<file path="src/rtl/multicycle_control.sv">
// multicycle_control
//   Multicycle control unit for the RV32 datapath. Each instruction is
//   sequenced through IF/ID/EX/MEM/WB so the combinational datapath is reused
//   across cycles. Completed instructions are counted. An unsupported encoding
//   parks the unit in HALT until reset.
//
// Ports
//   clk       in   clock, rising edge
//   rst       in   asynchronous, active-high reset
//   instr     in   [31:0] instruction at PC, stable while it executes
//   Zero      in   ALU zero flag
//   PCSrc     out  1 = PC+branch_offset, 0 = PC+4
//   ALUSrc    out  1 = immediate operand, 0 = rs2
//   RegWrite  out  register file write enable
//   MemToReg  out  1 = write back dReadData, 0 = ALU result
//   MemWrite  out  data memory write enable
//   ALUCtrl   out  [3:0] ALU operation
//   loadPC    out  PC update enable
//   state     out  [2:0] current FSM state
//   halted    out  high while parked after an illegal instruction
//   retired   out  [CNT_WIDTH-1:0] completed-instruction count (wraps)
module multicycle_control #(
    parameter int unsigned CNT_WIDTH = 32
) (
    input  logic                 clk,
    input  logic                 rst,
    input  logic [31:0]          instr,
    input  logic                 Zero,
    output logic                 PCSrc,
    output logic                 ALUSrc,
    output logic                 RegWrite,
    output logic                 MemToReg,
    output logic                 MemWrite,
    output logic [3:0]           ALUCtrl,
    output logic                 loadPC,
    output logic [2:0]           state,
    output logic                 halted,
    output logic [CNT_WIDTH-1:0] retired
);

    typedef enum logic [2:0] {
        S_IF   = 3'd0,
        S_ID   = 3'd1,
        S_EX   = 3'd2,
        S_MEM  = 3'd3,
        S_WB   = 3'd4,
        S_HALT = 3'd7
    } state_t;

    typedef enum logic [1:0] {
        K_ALU = 2'd0,
        K_LW  = 2'd1,
        K_SW  = 2'd2,
        K_BEQ = 2'd3
    } kind_t;

    localparam logic [3:0] ALU_AND = 4'b0000;
    localparam logic [3:0] ALU_OR  = 4'b0001;
    localparam logic [3:0] ALU_ADD = 4'b0010;
    localparam logic [3:0] ALU_SLT = 4'b0100;
    localparam logic [3:0] ALU_XOR = 4'b0101;
    localparam logic [3:0] ALU_SUB = 4'b0110;
    localparam logic [3:0] ALU_SRL = 4'b1000;
    localparam logic [3:0] ALU_SLL = 4'b1001;
    localparam logic [3:0] ALU_SRA = 4'b1010;

    state_t                r_state;
    state_t                w_next;
    logic [3:0]            r_alu;
    logic                  r_src;
    kind_t                 r_kind;
    logic [CNT_WIDTH-1:0]  r_retired;

    logic [6:0]            w_opcode;
    logic [2:0]            w_f3;
    logic [6:0]            w_f7;
    logic                  w_f7_zero;
    logic                  w_f7_alt;
    logic                  w_legal;
    logic [3:0]            w_alu;
    logic                  w_src;
    kind_t                 w_kind;
    logic                  w_unused;

    assign w_opcode  = instr[6:0];
    assign w_f3      = instr[14:12];
    assign w_f7      = instr[31:25];
    assign w_f7_zero = (w_f7 == 7'b0000000);
    assign w_f7_alt  = (w_f7 == 7'b0100000);
    // Register/immediate fields are the datapath's business, not ours.
    assign w_unused  = ^{instr[24:15], instr[11:7]};

    // Instruction decode; only consulted while in ID.
    always_comb begin
        w_legal = 1'b0;
        w_alu   = ALU_AND;
        w_src   = 1'b0;
        w_kind  = K_ALU;
        unique case (w_opcode)
            7'b0110011: begin
                w_src = 1'b0;
                unique case (w_f3)
                    3'b000: begin
                        w_legal = w_f7_zero | w_f7_alt;
                        w_alu   = w_f7_alt ? ALU_SUB : ALU_ADD;
                    end
                    3'b001: begin w_legal = w_f7_zero; w_alu = ALU_SLL; end
                    3'b010: begin w_legal = w_f7_zero; w_alu = ALU_SLT; end
                    3'b100: begin w_legal = w_f7_zero; w_alu = ALU_XOR; end
                    3'b110: begin w_legal = w_f7_zero; w_alu = ALU_OR;  end
                    3'b111: begin w_legal = w_f7_zero; w_alu = ALU_AND; end
                    3'b101: begin
                        w_legal = w_f7_zero | w_f7_alt;
                        w_alu   = w_f7_alt ? ALU_SRA : ALU_SRL;
                    end
                    default: w_legal = 1'b0;
                endcase
            end
            7'b0010011: begin
                w_src = 1'b1;
                unique case (w_f3)
                    3'b000: begin w_legal = 1'b1; w_alu = ALU_ADD; end
                    3'b010: begin w_legal = 1'b1; w_alu = ALU_SLT; end
                    3'b100: begin w_legal = 1'b1; w_alu = ALU_XOR; end
                    3'b110: begin w_legal = 1'b1; w_alu = ALU_OR;  end
                    3'b111: begin w_legal = 1'b1; w_alu = ALU_AND; end
                    3'b001: begin w_legal = w_f7_zero; w_alu = ALU_SLL; end
                    3'b101: begin
                        w_legal = w_f7_zero | w_f7_alt;
                        w_alu   = w_f7_alt ? ALU_SRA : ALU_SRL;
                    end
                    default: w_legal = 1'b0;
                endcase
            end
            7'b0000011: begin
                w_legal = (w_f3 == 3'b010);
                w_alu   = ALU_ADD;
                w_src   = 1'b1;
                w_kind  = K_LW;
            end
            7'b0100011: begin
                w_legal = (w_f3 == 3'b010);
                w_alu   = ALU_ADD;
                w_src   = 1'b1;
                w_kind  = K_SW;
            end
            7'b1100011: begin
                w_legal = (w_f3 == 3'b000);
                w_alu   = ALU_SUB;
                w_src   = 1'b0;
                w_kind  = K_BEQ;
            end
            default: w_legal = 1'b0;
        endcase
    end

    // State register
    always_ff @(posedge clk or posedge rst) begin
        if (rst) begin
            r_state <= S_IF;
        end else begin
            r_state <= w_next;
        end
    end

    // Next-state logic
    always_comb begin
        w_next = S_IF;
        unique case (r_state)
            S_IF:   w_next = S_ID;
            S_ID:   w_next = w_legal ? S_EX : S_HALT;
            S_EX: begin
                unique case (r_kind)
                    K_BEQ:      w_next = S_IF;
                    K_LW, K_SW: w_next = S_MEM;
                    default:    w_next = S_WB;
                endcase
            end
            S_MEM:  w_next = (r_kind == K_SW) ? S_IF : S_WB;
            S_WB:   w_next = S_IF;
            S_HALT: w_next = S_HALT;
            default: w_next = S_IF;
        endcase
    end

    // Operation latched in ID so ALU controls stay valid through MEM/WB.
    always_ff @(posedge clk or posedge rst) begin
        if (rst) begin
            r_alu  <= '0;
            r_src  <= 1'b0;
            r_kind <= K_ALU;
        end else if (r_state == S_ID && w_legal) begin
            r_alu  <= w_alu;
            r_src  <= w_src;
            r_kind <= w_kind;
        end
    end

    // Output logic; PCSrc in EX follows Zero combinationally for BEQ.
    always_comb begin
        PCSrc    = 1'b0;
        ALUSrc   = 1'b0;
        RegWrite = 1'b0;
        MemToReg = 1'b0;
        MemWrite = 1'b0;
        ALUCtrl  = '0;
        loadPC   = 1'b0;
        unique case (r_state)
            S_EX: begin
                ALUCtrl = r_alu;
                ALUSrc  = r_src;
                if (r_kind == K_BEQ) begin
                    loadPC = 1'b1;
                    PCSrc  = Zero;
                end
            end
            S_MEM: begin
                ALUCtrl = r_alu;
                ALUSrc  = r_src;
                if (r_kind == K_SW) begin
                    MemWrite = 1'b1;
                    loadPC   = 1'b1;
                end
            end
            S_WB: begin
                ALUCtrl  = r_alu;
                ALUSrc   = r_src;
                RegWrite = 1'b1;
                loadPC   = 1'b1;
                MemToReg = (r_kind == K_LW);
            end
            default: ;
        endcase
    end

    always_ff @(posedge clk or posedge rst) begin
        if (rst) begin
            r_retired <= '0;
        end else if (loadPC) begin
            r_retired <= r_retired + CNT_WIDTH'(1);
        end
    end

    assign state   = r_state;
    assign halted  = (r_state == S_HALT);
    assign retired = r_retired;

endmodule

</file>
<file path="config.mk">
export PLATFORM = sky130hd
export DESIGN_NAME = multicycle_control
export DESIGN_NICKNAME = d
export VERILOG_FILES = /design/src/rtl/multicycle_control.sv
export SDC_FILE = /design/constraint.sdc
export NUM_CORES = 1
export LEC_CHECK = 0
export CAP_MARGIN = 10
export CELL_PAD_IN_SITES_DETAIL_PLACEMENT = 1
export CELL_PAD_IN_SITES_GLOBAL_PLACEMENT = 1
export CORE_MARGIN = 10
export CORE_UTILIZATION = 32
export CTS_BUF_LIST = sky130_fd_sc_hd__clkbuf_2
export DETAILED_ROUTE_END_ITERATION = 10
export HOLD_SLACK_MARGIN = 0.03
export MAX_ROUTING_LAYER = met4
export PLACE_DENSITY_LB_ADDON = 0.08
export RECOVER_POWER = 25
export SYNTH_ARGS = -nofsm -noshare
export SYNTH_HDL_FRONTEND = slang
export SYNTH_SLANG_ARGS = --single-unit
</file>
<file path="constraint.sdc">
create_clock -name clk -period 2 [get_ports clk]
set_input_delay 0.6 -clock clk [delete_from_list [all_inputs] [get_ports clk]]
set_output_delay 0.6 -clock clk [all_outputs]
set_load 0.01 [all_outputs]
</file>
# After elaboration in Yosys (flattened, before gate mapping)
# Index checks and enable logic that the tools add are counted.
dict set report word_totals {
  ff_bits 42
  latch_bits 0
  mem_bits_rw 0
  rom_bits 0
  inputBits 35
  out_inout_bits 46
  wordCells 62
  memories 0
}
dict set report classes {
  addsub 1
  multipliers 0
  div_mod_pow 0
  magnitude_cmp 0
  n_eq_ne 20
  shifts 0
  muxes 24
  bitwise_logic 1
  reduce_logical 11
}
# cell n
set ops {}
lappend ops {{one-hot mux 4 bit (6 select lines)} 2}
lappend ops {{adder 32 x 1 -> 32 bit (second input constant)} 1}
lappend ops {{equality test 7 x 6 -> 1 bit (second input constant)} 3}
lappend ops {{equality test 3 bit (second input constant)} 6}
lappend ops {{one-hot mux 4 bit (4 select lines)} 1}
lappend ops {{one-hot mux 3 bit (5 select lines)} 1}
lappend ops {{OR reduction 5 bit} 2}
lappend ops {{equality test 3 x 2 -> 1 bit (second input constant)} 3}
lappend ops {{2-to-1 mux 1 bit} 9}
lappend ops {{2-to-1 mux 3 bit} 3}
lappend ops {{equality test 7 x 2 -> 1 bit (second input constant)} 1}
lappend ops {{equality test 7 x 5 -> 1 bit (second input constant)} 1}
lappend ops {{equality test 7 bit (second input constant)} 1}
lappend ops {{zero test 7 bit} 1}
lappend ops {{equality test 3 x 1 -> 1 bit (second input constant)} 2}
lappend ops {{zero test 3 bit} 2}
lappend ops {{one-hot mux 1 bit (3 select lines)} 2}
lappend ops {{one-hot mux 2 bit (3 select lines)} 1}
lappend ops {{one-hot mux 3 bit (2 select lines)} 1}
lappend ops {{OR reduction 2 bit} 3}
lappend ops {{OR reduction 3 bit} 2}
lappend ops {{equality test 2 bit (second input constant)} 2}
lappend ops {{2-to-1 mux 4 bit} 1}
lappend ops {{one-hot mux 1 bit (4 select lines)} 1}
lappend ops {{5 further kinds} 5}

# Longest topological paths before layout
dict set report logic_depth {
  depth_word 6
  mapped_depth 7
  depth_no_buf 7
}

# Worst setup path before layout
# OpenSTA, ideal clock, no wires.
dict set report synth_path {
  kind {in2reg}
  from {in instr[2]}
  to {reg r_alu[0]}
  setup_time_ns 0.125
  arrival_ns 2.336
  t_required_ns 1.875
  path_slack_ns -0.460
  cell_stages 5
  path_buffers 0
  cell_sequence {nand4bb_4 > or3b_4 > or4_4 > a31oi_4 > mux2_2}
}
dict set report synth_between {
  elab_chain_cells 4
  elab_cells_between_ends 9
  cone_classes {eq/ne: 5; mux: 2; reduce/logical: 2}
}
# element line_no
set synth_rtl {}
lappend synth_rtl {{start: declaration} 27} ;# input logic [31:0] instr,
lappend synth_rtl {{equality test 7 x 6 -> 1 bit / equality test 7 x 2 -> 1 bit (equally long branches)} 99} ;# unique case (w_opcode)
lappend synth_rtl {{OR reduction 2 bit (no source line)} --}
lappend synth_rtl {{one-hot mux 1 bit (4 select lines)} 99}
lappend synth_rtl {{logical AND 1 bit} 192} ;# end else if (r_state == S_ID && w_legal) begin
lappend synth_rtl {{end signal: assignment} 193} ;# r_alu <= w_alu;
lappend synth_rtl {{end: declaration} 69} ;# logic [3:0] r_alu;
# Several ways; a longest one is shown, not always the timed one.
# A chain may end at the register's enable or synchronous reset.

# Worst setup path in the final report
dict set report layout_path {
  from {reg r_state[0] (netlist: state[0])}
  to {out ALUCtrl[3]}
}
dict set report layout_between {
  elab_chain_cells 3
  elab_cells_between_ends 5
  cone_classes {eq/ne: 3; mux: 1; reduce/logical: 1}
}
# element line_no
set layout_rtl {}
lappend layout_rtl {{start: declaration} 67} ;# state_t r_state;
lappend layout_rtl {{start signal: assignment} 162} ;# r_state <= w_next;
lappend layout_rtl {{equality test 3 x 2 -> 1 bit / equality test 3 bit (equally long branches)} 208} ;# unique case (r_state)
lappend layout_rtl {{OR reduction 3 bit (no source line) (*)} --}
lappend layout_rtl {{2-to-1 mux 4 bit (*)} 208}
lappend layout_rtl {{end: declaration} 34} ;# output logic [3:0] ALUCtrl,
# Mark *: on every way between the ends. The rest lies on a longest branch, timed or not.

==> run metrics <==
status=complete, but fails checks; failing checks=setup timing; worst-path fanout max=5; via count=2,201; arrival time worst endpoint=1.66 ns; synthesis-to-finish area growth=68.4%; Peak supply drop=309 uV; Distinct cells, synth=41; Synth Cell Area=2310 um2; final net count=416; initial core utilization=0.335; CTS tree=yes; top cell type's share of synthesized area=0.455; first-pass GRT wire length=12,100 um; GRT busiest layer=met2; Hold Crit Class=reg2reg; antenna viol nets, final=0; Clk pin slew, worst setup/hold paths=0.23 ns; drt via density=4.65; insertion delay to the later sink of the worst-skew pair=0.42 ns; unrepaired setup endpoints after global routing=yes; ys flop type=dfrtp_1; die area=11,000 um2; synth cell count leaders=42 x dfrtp_1, 25 x nand2_1, 20 x xnor2_1; Num CTS Buffers=5; clock sink count=42; Yosys warnings=0; FF-to-FF path depth=7; fin crit period=2.26 ns; vias in the first global route=2,432; n_diodes=0; worst slew margin relative to its limit=0.280; flop2flop setup slack=0 ns; FF-to-FF End=retired[22]; DRC violations left=0; leading area contributor after synthesis=dfrtp_1; met3 Use GR=0.0295; post-DP HPWL=5150 um; final setup fails=19; Setup CP Type=reg2out; Post-Route WL=7370 um; Worst path slowest cell=dfrtp_1; fin util=0.563; Seq cells post-synth=42; Slew @ Worst Pin=1.08 ns; LEAKAGE=2.08 nW; internal power=1.86 mW; met1 Use GR=0.172; # rows=30; hold_ws=0.524 ns; sequential fraction of design power=0.349; fmax=442 MHz; hold depth=1; drt wl/cell=15.6 um; Max clock buf depth=2; part of the cycle the worst path needs=1.13; share of layout cells above drive strength 1=0.401; DRT iter0 DRCs=52; critical path, cell by cell=or3b_4, inv_4, a21oi_4, nor2b_2, buf_2; EDFF count, synth=0; Post-Synthesis Net Count=266; Comb power frac=0.472; 1st-pass router iterations=4; Root Driver=clkbuf_2; sw frac=0.351; I/O Buffers=65; Overall Power=2.87 mW; Crit path largest cell delay=0.43 ns; largest net degree at the start of global routing=43; GPL Wtd Cong=0.805; Slew Limit Fails=0; Clock Power Share=0.179; Psw=1.01 mW; Max-Cap Viols=0; gr usage total=0.136; top cells by area, synth=dfrtp_1 45%, xnor2_1 7.6%, xor2_1 5.3%; die height=105 um; Ports=81; Startpoint Class=register; most frequent cell after synthesis=dfrtp_1; CP required=1.40 ns; Critical Path End Type=output port; pwr/cell area=738 nW/um2; core footprint=6910 um2; grt ovf=0; Hold Violations, Final=0; met2 GRT Util=0.214; H-tree depth=2; hold path startpoint=retired[25]; sequential share of the synthesized area=0.455; post-synthesis area per instance=10.2 um2; Worst Skew=0.0286 ns; Die X=105 um; Hold EP=retired[25]; Reg-to-Reg Start=state[0]; Synth Instances=226; initial antenna violation count=0; Async SR Flop Fraction=1.00; final worst slack=-0.264 ns
[cell families after synthesis]
group,Yosys count,synth area share
flops,42,0.455
simple gates,99,0.245
buf+inv,14,0.0281
compound gates,20,0.0606
xor+xnor,34,0.129
mux,12,0.0552
fa+ha+maj,5,0.0271
[routing by layer]
metal  wire [um]  part of all wire  up-vias
li1            -                 -     1084
met1        3470              0.47     1065
met2        3590              0.49       46
met3         232             0.031        6
met4          78             0.011        0
met5           0                 0        -
[repair_timing]
item,4_1_cts,5_1_grt
setup endpoints to repair,60,37
pin swaps,13,5
resized for setup,137,26
setup buffers,34,6
hold buffers,0,0
[cells in the final DEF (no fill, tap or decap), types with 2 or more instances in the layout]
cell type        count
buf_4               70
dfrtp_1             41
dlygate4sd2_1       38
nand2_1             25
xnor2_1             18
nor2_1              14
xor2_1              14
buf_2               13
buf_6               13
nand3_1             10
clkbuf_2             7
and3_1               6
dlymetal6s2s_1       6
nand4_1              5
inv_1                5
and4_1               5
mux2i_1              5
o21ai_0              5
nor3_2               4
a31oi_1              4
nor2b_1              4
mux2_4               4
inv_4                3
nor2_2               3
nor3_1               3
ha_1                 3
or3b_4               2
nand4b_1             2
nand3_2              2
nor3_4               2
and2_1               2
a21oi_1              2
xnor2_2              2
mux2_2               2
ha_4                 2
clkdlybuf4s50_1      2
buf_12               2
[registers in the layout, summed over array words and instances, names as in the netlist]
name     flops
r_alu        4
r_kind       2
retired     32
r_src        1
state        3
[worst max-delay path, delay by kind of cell (launching register included)]
family	cells	cell delay [ns]
AO/OA/AOI/OAI	1	0.05
buffers and inverters	2	0.22
flip-flops	1	0.43
AND/OR/NAND/NOR	2	0.56
[metrics by stage]
stage / worst slack, ns / cell area, um2 / setup TNS [ns] / cells
floorplan: -0.460 / 2320 / -2.64 / 226
global placement: -0.878 / 3410 / -9.10 / 425
detailed placement: -0.905 / 3410 / -9.81 / 425
CTS: -0.306 / 3750 / -2.90 / 467
global route: -0.367 / 3890 / -4.01 / 473
finish: -0.264 / 3890 / -2.43 / 473
[worst max path at each step]
stage	from	endpoint	depth (start not counted)
finish	state[0]	ALUCtrl[3]	5
CTS	state[0]	ALUCtrl[3]	5
global route	state[0]	ALUCtrl[3]	5
global placement	instr[1]	r_alu[1]	6
floorplan	instr[2]	r_alu[0]	5
detailed placement	instr[1]	r_alu[1]	6
[layout make-up]
type | count | area (um2)
inverters | 9 | 41.3
flip-flops and latches | 42 | 1050
clock inverters | 2 | 37.5
fillers | 825 | 3020
repair buffers | 148 | 1240
multi-input cells | 170 | 1370
well taps | 96 | 120
clock buffers | 6 | 30.0
[power groups by stage]
stage	clock network (mW)	logic, mW	registers (mW)
2_1_floorplan	0	0.455	1.08
3_3_place_gp	0	1.07	1.04
3_5_place_dp	0	1.09	1.05
4_1_cts	0.539	1.28	1.00
5_1_grt	0.575	1.49	1.02
6_report	0.514	1.35	1.00
Power figures use the tool's default switching activity.
